### config.mk
export PLATFORM = sky130hd
export DESIGN_NAME = cache_rd_arbiter
export DESIGN_NICKNAME = d
export VERILOG_FILES = /design/src/rtl/cache_rd_arbiter_pkg.sv /design/src/rtl/cache_rd_arbiter.sv
export SDC_FILE = /design/constraint.sdc
export NUM_CORES = 1
export LEC_CHECK = 0
export CAP_MARGIN = 20
export CORE_AREA = 2 2 98 100
export CTS_CLUSTER_SIZE = 40
export DETAILED_ROUTE_END_ITERATION = 8
export DIE_AREA = 0 0 100 102
export PLACE_DENSITY = 0.83
export SYNTH_ARGS = -nofsm -noshare
export SYNTH_HDL_FRONTEND = slang
export SYNTH_SLANG_ARGS = --single-unit
### constraint.sdc
create_clock -name aclk -period 1.7 [get_ports aclk]
set_clock_uncertainty 0.1 [all_clocks]
set_input_delay 0.17 -clock aclk [delete_from_list [all_inputs] [get_ports aclk]]
set_output_delay 0.17 -clock aclk [all_outputs]
set_load 0.02 [all_outputs]
### src/rtl/cache_rd_arbiter_pkg.sv
// rtl/cache_rd_arbiter_pkg.sv - shared encodings for the cache refill read arbiter
package cache_rd_arbiter_pkg;

    // Read burst types as carried on x_rd_type / mem_rd_type
    localparam logic [2:0] RD_WORD = 3'b010;
    localparam logic [2:0] RD_LINE = 3'b100;

    // Transaction owner
    localparam logic OWN_I = 1'b0;
    localparam logic OWN_D = 1'b1;

    typedef enum logic [1:0] {
        ST_IDLE = 2'd0,
        ST_REQ  = 2'd1,
        ST_RESP = 2'd2
    } state_t;

    // Index of the beat that must carry mem_ret_last for a given type.
    // Anything that is not a line refill is treated as a single word.
    function automatic logic [1:0] last_beat_idx(input logic [2:0] rd_type);
        return (rd_type == RD_LINE) ? 2'd3 : 2'd0;
    endfunction

endpackage

### src/rtl/cache_rd_arbiter.sv
// rtl/cache_rd_arbiter.sv - icache/dcache refill read arbiter onto a single bridge port
//
// Arbitrates icache and dcache refill reads onto one memory bridge read port,
// one transaction outstanding at a time. dcache has priority unless icache has
// been starved for STARVE_LIMIT consecutive dcache grants.
//
// Ports:
//   aclk, aresetn          clock, asynchronous active-low reset
//   icache_rd_*/dcache_rd_* refill request (req/type/addr in, rdy out)
//   icache_ret_*/dcache_ret_* return beats (valid/last/data out)
//   mem_rd_*               bridge request (req/type/addr out, rdy in)
//   mem_ret_*              bridge return beats (valid/last/data in)
//   protocol_err           sticky return-protocol violation flag
module cache_rd_arbiter
    import cache_rd_arbiter_pkg::*;
#(
    parameter int STARVE_LIMIT = 4
) (
    input  logic        aclk,
    input  logic        aresetn,

    input  logic        icache_rd_req,
    input  logic [2:0]  icache_rd_type,
    input  logic [31:0] icache_rd_addr,
    output logic        icache_rd_rdy,
    output logic        icache_ret_valid,
    output logic        icache_ret_last,
    output logic [31:0] icache_ret_data,

    input  logic        dcache_rd_req,
    input  logic [2:0]  dcache_rd_type,
    input  logic [31:0] dcache_rd_addr,
    output logic        dcache_rd_rdy,
    output logic        dcache_ret_valid,
    output logic        dcache_ret_last,
    output logic [31:0] dcache_ret_data,

    output logic        mem_rd_req,
    output logic [2:0]  mem_rd_type,
    output logic [31:0] mem_rd_addr,
    input  logic        mem_rd_rdy,
    input  logic        mem_ret_valid,
    input  logic        mem_ret_last,
    input  logic [31:0] mem_ret_data,

    output logic        protocol_err
);

    localparam int SW = (STARVE_LIMIT < 1) ? 1 : $clog2(STARVE_LIMIT + 1);
    localparam logic [SW-1:0] STARVE_MAX = SW'(STARVE_LIMIT);

    state_t        state;
    state_t        state_nxt;

    logic          owner_q;
    logic [2:0]    type_q;
    logic [31:0]   addr_q;
    logic [SW-1:0] starve_cnt;
    logic [1:0]    beat_cnt;
    logic          beat_over;   // expected last index already passed without last
    logic          err_q;

    logic          starved;
    logic          grant_i;
    logic          grant_d;
    logic          accept;
    logic [1:0]    exp_idx;
    logic          resp_beat;
    logic          beat_past;
    logic          err_early;
    logic          err_missing;
    logic          err_stray;
    logic          fwd_i;
    logic          fwd_d;

    // ------------------------------------------------------------------
    // Arbitration and return-protocol checking
    // ------------------------------------------------------------------
    always_comb begin
        starved = (starve_cnt == STARVE_MAX);
        grant_i = (state == ST_IDLE) && icache_rd_req && (!dcache_rd_req || starved);
        grant_d = (state == ST_IDLE) && dcache_rd_req && !grant_i;
        accept  = grant_i || grant_d;

        exp_idx   = last_beat_idx(type_q);
        resp_beat = (state == ST_RESP) && mem_ret_valid;
        beat_past = beat_over || (beat_cnt > exp_idx);

        err_early   = resp_beat && mem_ret_last && ((beat_cnt != exp_idx) || beat_over);
        err_missing = resp_beat && !mem_ret_last && beat_past;
        // Beats outside RESP are dropped and only flagged
        err_stray   = mem_ret_valid && (state != ST_RESP);
    end

    // ------------------------------------------------------------------
    // FSM: state register
    // ------------------------------------------------------------------
    always_ff @(posedge aclk or negedge aresetn) begin
        if (!aresetn) begin
            state <= ST_IDLE;
        end else begin
            state <= state_nxt;
        end
    end

    // ------------------------------------------------------------------
    // FSM: next state
    // ------------------------------------------------------------------
    always_comb begin
        state_nxt = state;
        case (state)
            ST_IDLE: if (accept)                        state_nxt = ST_REQ;
            ST_REQ:  if (mem_rd_rdy)                    state_nxt = ST_RESP;
            // Follows mem_ret_last even after a protocol violation
            ST_RESP: if (mem_ret_valid && mem_ret_last) state_nxt = ST_IDLE;
            default:                                    state_nxt = ST_IDLE;
        endcase
    end

    // ------------------------------------------------------------------
    // FSM: outputs
    // ------------------------------------------------------------------
    always_comb begin
        icache_rd_rdy = grant_i;
        dcache_rd_rdy = grant_d;

        mem_rd_req  = (state == ST_REQ);
        mem_rd_type = type_q;
        mem_rd_addr = addr_q;

        fwd_i = resp_beat && (owner_q == OWN_I);
        fwd_d = resp_beat && (owner_q == OWN_D);

        icache_ret_valid = fwd_i;
        icache_ret_last  = fwd_i && mem_ret_last;
        icache_ret_data  = fwd_i ? mem_ret_data : 32'h0;

        dcache_ret_valid = fwd_d;
        dcache_ret_last  = fwd_d && mem_ret_last;
        dcache_ret_data  = fwd_d ? mem_ret_data : 32'h0;

        protocol_err = err_q;
    end

    // ------------------------------------------------------------------
    // Request capture and starvation counter
    // ------------------------------------------------------------------
    always_ff @(posedge aclk or negedge aresetn) begin
        if (!aresetn) begin
            owner_q    <= OWN_I;
            type_q     <= 3'b000;
            addr_q     <= 32'h0;
            starve_cnt <= '0;
        end else begin
            if (accept) begin
                owner_q <= grant_d ? OWN_D : OWN_I;
                type_q  <= grant_d ? dcache_rd_type : icache_rd_type;
                addr_q  <= grant_d ? dcache_rd_addr : icache_rd_addr;
            end
            if (grant_i) begin
                starve_cnt <= '0;
            end else if (grant_d && icache_rd_req && !starved) begin
                starve_cnt <= starve_cnt + SW'(1);
            end
        end
    end

    // ------------------------------------------------------------------
    // Beat counter and sticky error flag
    // ------------------------------------------------------------------
    always_ff @(posedge aclk or negedge aresetn) begin
        if (!aresetn) begin
            beat_cnt  <= 2'd0;
            beat_over <= 1'b0;
            err_q     <= 1'b0;
        end else begin
            if (state != ST_RESP) begin
                beat_cnt  <= 2'd0;
                beat_over <= 1'b0;
            end else if (mem_ret_valid) begin
                beat_cnt <= beat_cnt + 2'd1;
                if ((beat_cnt == exp_idx) && !mem_ret_last) begin
                    beat_over <= 1'b1;
                end
            end
            if (err_early || err_missing || err_stray) begin
                err_q <= 1'b1;
            end
        end
    end

endmodule

Yosys cells after proc, flatten, opt, wreduce, memory -nomap -nowiden
Cells that the tools add are included.

Bits in registers: 45. Input port bits: 109. Output and inout port bits: 107. Word-level logic and storage cells: 73.

Add/subtract/negate cells: 2. Magnitude comparators: 1. Equal/unequal tests: 10. Muxes and demuxes: 17. Bitwise operators: 1. Reduce and logical (&&, ||, !) cells: 34.

Operator list (number): $mux 32 (3); $logic_and 1x1->1 (18); $mux 2 (6); $mux 3 (3); $eq 3x3->1 const B (2); $logic_or 1x1->1 (6); $pmux 2 s3 (1); $reduce_bool 2->1 (3); $logic_not 1->1 (4); $mux 1 (4); $ne 2x1->1 const B (2); $ne 2x2->1 const B (2); $add 3x1->3 const B (1); $reduce_and 3->1 (1); $add 2x1->2 const B (1); $eq 2x1->1 const B (1); $eq 2x2->1 (1); $eq 2x2->1 const B (1); $gt 2x2->1 (1); $logic_not 2->1 (1); $ne 2x2->1 (1); $reduce_and 2->1 (1); $not 1->1 (1).

Logic depth before layout (Yosys ltp)
Gate-level depths: netlist of run 1.

Word-level depth: 9. Depth in mapped cells: 7.

Worst setup path after synthesis of run 1
No wires, ideal clock.

Path kind: flip-flop to output port. Start: register state[0]. End: output port icache_ret_data[22]. Arrival time: 1526 ps. Setup slack: -96 ps. Cell stages (with the launch flop): 5. Buffers on the path: 1. Cell sequence: dfrtp_1 > nand2b_1 > nor3b_1 > buf_2 > and2_1.

Word-level cells in the longest chain between the ends: 4.

Ends and longest elaborated chain: from (decl) (line cache_rd_arbiter.sv:52) `state_t state;`; from (signal assigned) (line cache_rd_arbiter.sv:102) `state <= state_nxt;`; $eq 2x2->1 (line cache_rd_arbiter.sv:86) `resp_beat = (state == ST_RESP) && mem_ret_valid;`; $logic_and 1x1->1 (line cache_rd_arbiter.sv:86); $logic_and 1x1->1 (line cache_rd_arbiter.sv:131) `fwd_i = resp_beat && (owner_q == OWN_I);`; named net icache_ret_valid (line cache_rd_arbiter.sv:26) `output logic icache_ret_valid,`; $mux 32 (line cache_rd_arbiter.sv:136) `icache_ret_data = fwd_i ? mem_ret_data : 32'h0;`; to (decl) (line cache_rd_arbiter.sv:28) `output logic [31:0] icache_ret_data,`.

The timed path passes the listed nets, and every way through them passes these cells.

Final worst setup path of run 1
Start: register state[0]. End: output port icache_ret_data[31].

Word-level cells in the longest chain between the ends: 4.

Ends and longest elaborated chain (line): $eq 2x2->1 (cache_rd_arbiter.sv:86); $logic_and 1x1->1 (cache_rd_arbiter.sv:86); $logic_and 1x1->1 (cache_rd_arbiter.sv:131); $mux 32 (cache_rd_arbiter.sv:136).

No other way between the ends.

==> results of run 1 <==
==> sequential cells by signal (all words and copies together), names as in the netlist <==
signal        flops
beat_cnt          2
beat_over         1
mem_rd_addr      32
mem_rd_type       3
owner_q           1
protocol_err      1
starve_cnt        3
state             2
==> Yosys cell counts, drive strengths merged <==
library cell,count
nand2b,3
nor3,1
xor2,1
nor3b,1
inv,6
a21o,2
dfrtp,45
and2,66
and3,1
clkbuf,17
a22o,2
a221o,35
nor2b,2
nand3,1
o22ai,1
and4b,1
nand2,4
a32o,1
a31o,1
a41oi,1
ha,4
xnor2,1
a21boi,35
a21oi,4
or2,1
buf,5
o31ai,1
or3b,1
nor2,6
==> power by group through the flow <==
stage / combinational (W) / sequential [W] / clock (W)
after floorplan: 0.00161 / 0.00229 / 0
after global placement: 0.00386 / 0.00182 / 0
after detailed placement: 0.00399 / 0.00183 / 0
after CTS: 0.00423 / 0.00185 / 0.000729
after global routing: 0.00490 / 0.00191 / 0.000768
final: 0.00464 / 0.00185 / 0.000705
==> worst max-delay path by stage <==
stage / startpoint / end / depth (start not counted)
after detailed placement: mem_ret_valid / icache_ret_data[1] / 5
after global placement: icache_rd_req / icache_rd_rdy / 4
final: state[0] / icache_ret_data[31] / 6
after floorplan: starve_cnt[0] / mem_rd_addr[23] / 7
after CTS: state[0] / icache_ret_data[31] / 6
after global routing: state[0] / icache_ret_data[22] / 6
==> critical path: cells and delay by family (launching register included) <==
family | cells | cell delay, ns
and+or+nand+nor | 3 | 0.47
DFF | 1 | 0.40
buffers and inverters | 3 | 0.41
==> metrics by stage <==
stage	worst slack [ns]	cells	TNS, ns	util
3_5_place_dp	-0.443	574	-39.41	0.544
3_3_place_gp	-0.431	574	-36.49	0.544
5_1_grt	-0.247	599	-14.96	0.603
6_report	-0.149	599	-8.36	0.603
4_1_cts	-0.209	587	-11.05	0.576
2_1_floorplan	0.00750	250	0	-
==> cells in the final DEF, fill, tap and decap left out, types with 4 or more instances in the layout <==
cell type,n
and2_4,24
inv_1,4
clkbuf_8,5
buf_6,61
clkdlybuf4s50_1,143
buf_2,10
buf_4,22
nor2_1,4
and2_1,42
dfrtp_1,44
buf_12,6
a21boi_0,35
a221o_1,35
clkbuf_16,4
==> repair_timing <==
item                                    in CTS  in global routing
resized for setup                          375                 80
hold buffers                                 1                  0
endpoints found under the hold margin       19                  0
gates cloned                                 2                  6
buffers inserted                             2                  6
pin swaps                                    2                 38
endpoints found under the setup margin     107                 91
==> area by class of cell <==
cell class                 count  area [um^2]
timing repair buffer         252         2660
clock buffer                   5         68.8
tap                          111          139
multi-input combinational    177         1450
fill                         735         3610
sequential                    45         1130
inverter                       6         22.5
clock inverter                 3         25.0
==> kinds of logic after synthesis <==
family,Yosys count
DFF,45
and+or+nand+nor,88
adders and majority gates,4
xor gates and xnor gates,2
buffers and inverters,28
AOI/OAI and AO/OA,83
==> metal layers <==
metal | part of all wire | track usage | vias up | wire [um]
li1 | - | - | 1385 | -
met1 | 0.36 | 0.201 | 1404 | 4020
met2 | 0.54 | 0.383 | 159 | 6040
met3 | 0.087 | 0.0520 | 12 | 980
met4 | 0.016 | 0.0474 | 0 | 174
met5 | 0 | 0 | - | 0
==> results.cfg, run 1 <==
[status]
status = complete, but fails checks
failed_checks = negative setup slack

[pwr]
seq_power_share = 0.257
switching_share = 0.398
combPwrFrac = 0.645
cellLeakagePower_nw = 2.42
finalPower_w = 0.00720
switching_power_w = 0.00286
p_per_area_nw_per_um2 = 1310
ir_worst_vdd_mv = 0.750
power.internal_w = 0.00434
p_clk_frac = 0.098

[sta]
rsz0062_at_grt = yes
finalCriticalPeriod_ns = 1.85
worstMarginPinSlew_ns = 0.471
finalHoldViolations = 0
whs_ns = 0.244
slew_violations = 0
relSlewSlack = 0.686
timing.final.crit_share = 1.09
finalSetupViolCount = 103
setup_slack_ns = -0.149
fmax_ghz = 0.541

[detailed_routing]
num_vias = 2960
drc = 0
dr.first_iter.drc_count = 117
viasPerCell = 4.94
ant_nets = 0
wl_um = 11200
wl_per_cell_um = 18.7
firstDrtPassIters = 4

[logic_synthesis]
synth_nets = 363
synth_seq_cells = 45
synth_top_area_frac = 0.438
synthCells = 250
synth_simple_gate_area_share = 0.206
synth_mux_area_frac = 0
synthAdderAreaFrac = 0.0195
synthTopCellsByArea = dfrtp_1 (44%), and2_1 (16%), a221o_1 (14%)
ys_types = 31
avgSynthCellArea_um2 = 10.3
synth_top_family_by_area = compound AO/OA/AOI/OAI gates
synth_area_leader_cell = dfrtp_1
synth_compound_gate_area_share = 0.279
synth_xor_area_frac = 0.00681
ys_warn_count = 0
yosysSeqAreaShare = 0.438
netlist_area_um2 = 2570

[critical_path]
reg2reg_depth = 6
r2r_slack_ns = -0.07
cp_cell_sequence = nand2b_4 -> nor3b_4 -> buf_6 -> buf_12 -> and2_1 -> buf_6
critPathSlowestCell = dfrtp_1
start_kind = flip-flop
end_kind = output port
r2r_end = mem_rd_addr[5]
worstPathArrival_ns = 1.58
cp_slowest_stage_delay_ns = 0.40
rr_startpoint = state[0]
worst-setup-path-type = flip-flop to output port
crit_fanout = 17
crit_top_cell = buf_6
required_ns = 1.43

[clocking]
clockBufferDepth = 2
clkTransAtPathRegs_ns = 0.10
clk-insertion-delay-late_ns = 0.30
cts_tree = done
numCtsBuffers = 5
cts.sinks = 45
h-tree-depth = 2
cts_root_buf = clkbuf_8

[floorplan]
start_util = 0.282
fp-row-count = 35
die_w_um = 100
coreArea_um2 = 9110
die_h_um = 102
boundaryPins = 216
die-area_um2 = 10200

[place]
io_buffers = 215
post-dp-hpwl_um = 7650
routabilityCongestion = 0.832
placed_cell_area_um2 = 4960

[global_routing]
grt_max_degree = 38
grt_overflow = 0
grt_pass1_wl_um = 15200
grt_use_total = 0.193
grt_pass1_vias = 2950
antenna_found_initial = 0

[final_layout]
fin_nets = 600
design_area_um2 = 5500
syn_to_final_growth_pct = 114
drive_gt1_frac = 0.322
antenna_cells = 0

[job]
drv_cap = 0

[hold_path]
hold_class = primary input to asynchronous set/reset pin
(Power assumes the default switching activity.)
==> run 2: changes to the inputs <==
Settings changed: HOLD_SLACK_MARGIN from default to 0.05.
==> results of run 2 <==
The final DEF is identical to that of run 1; final timing and power are the same.
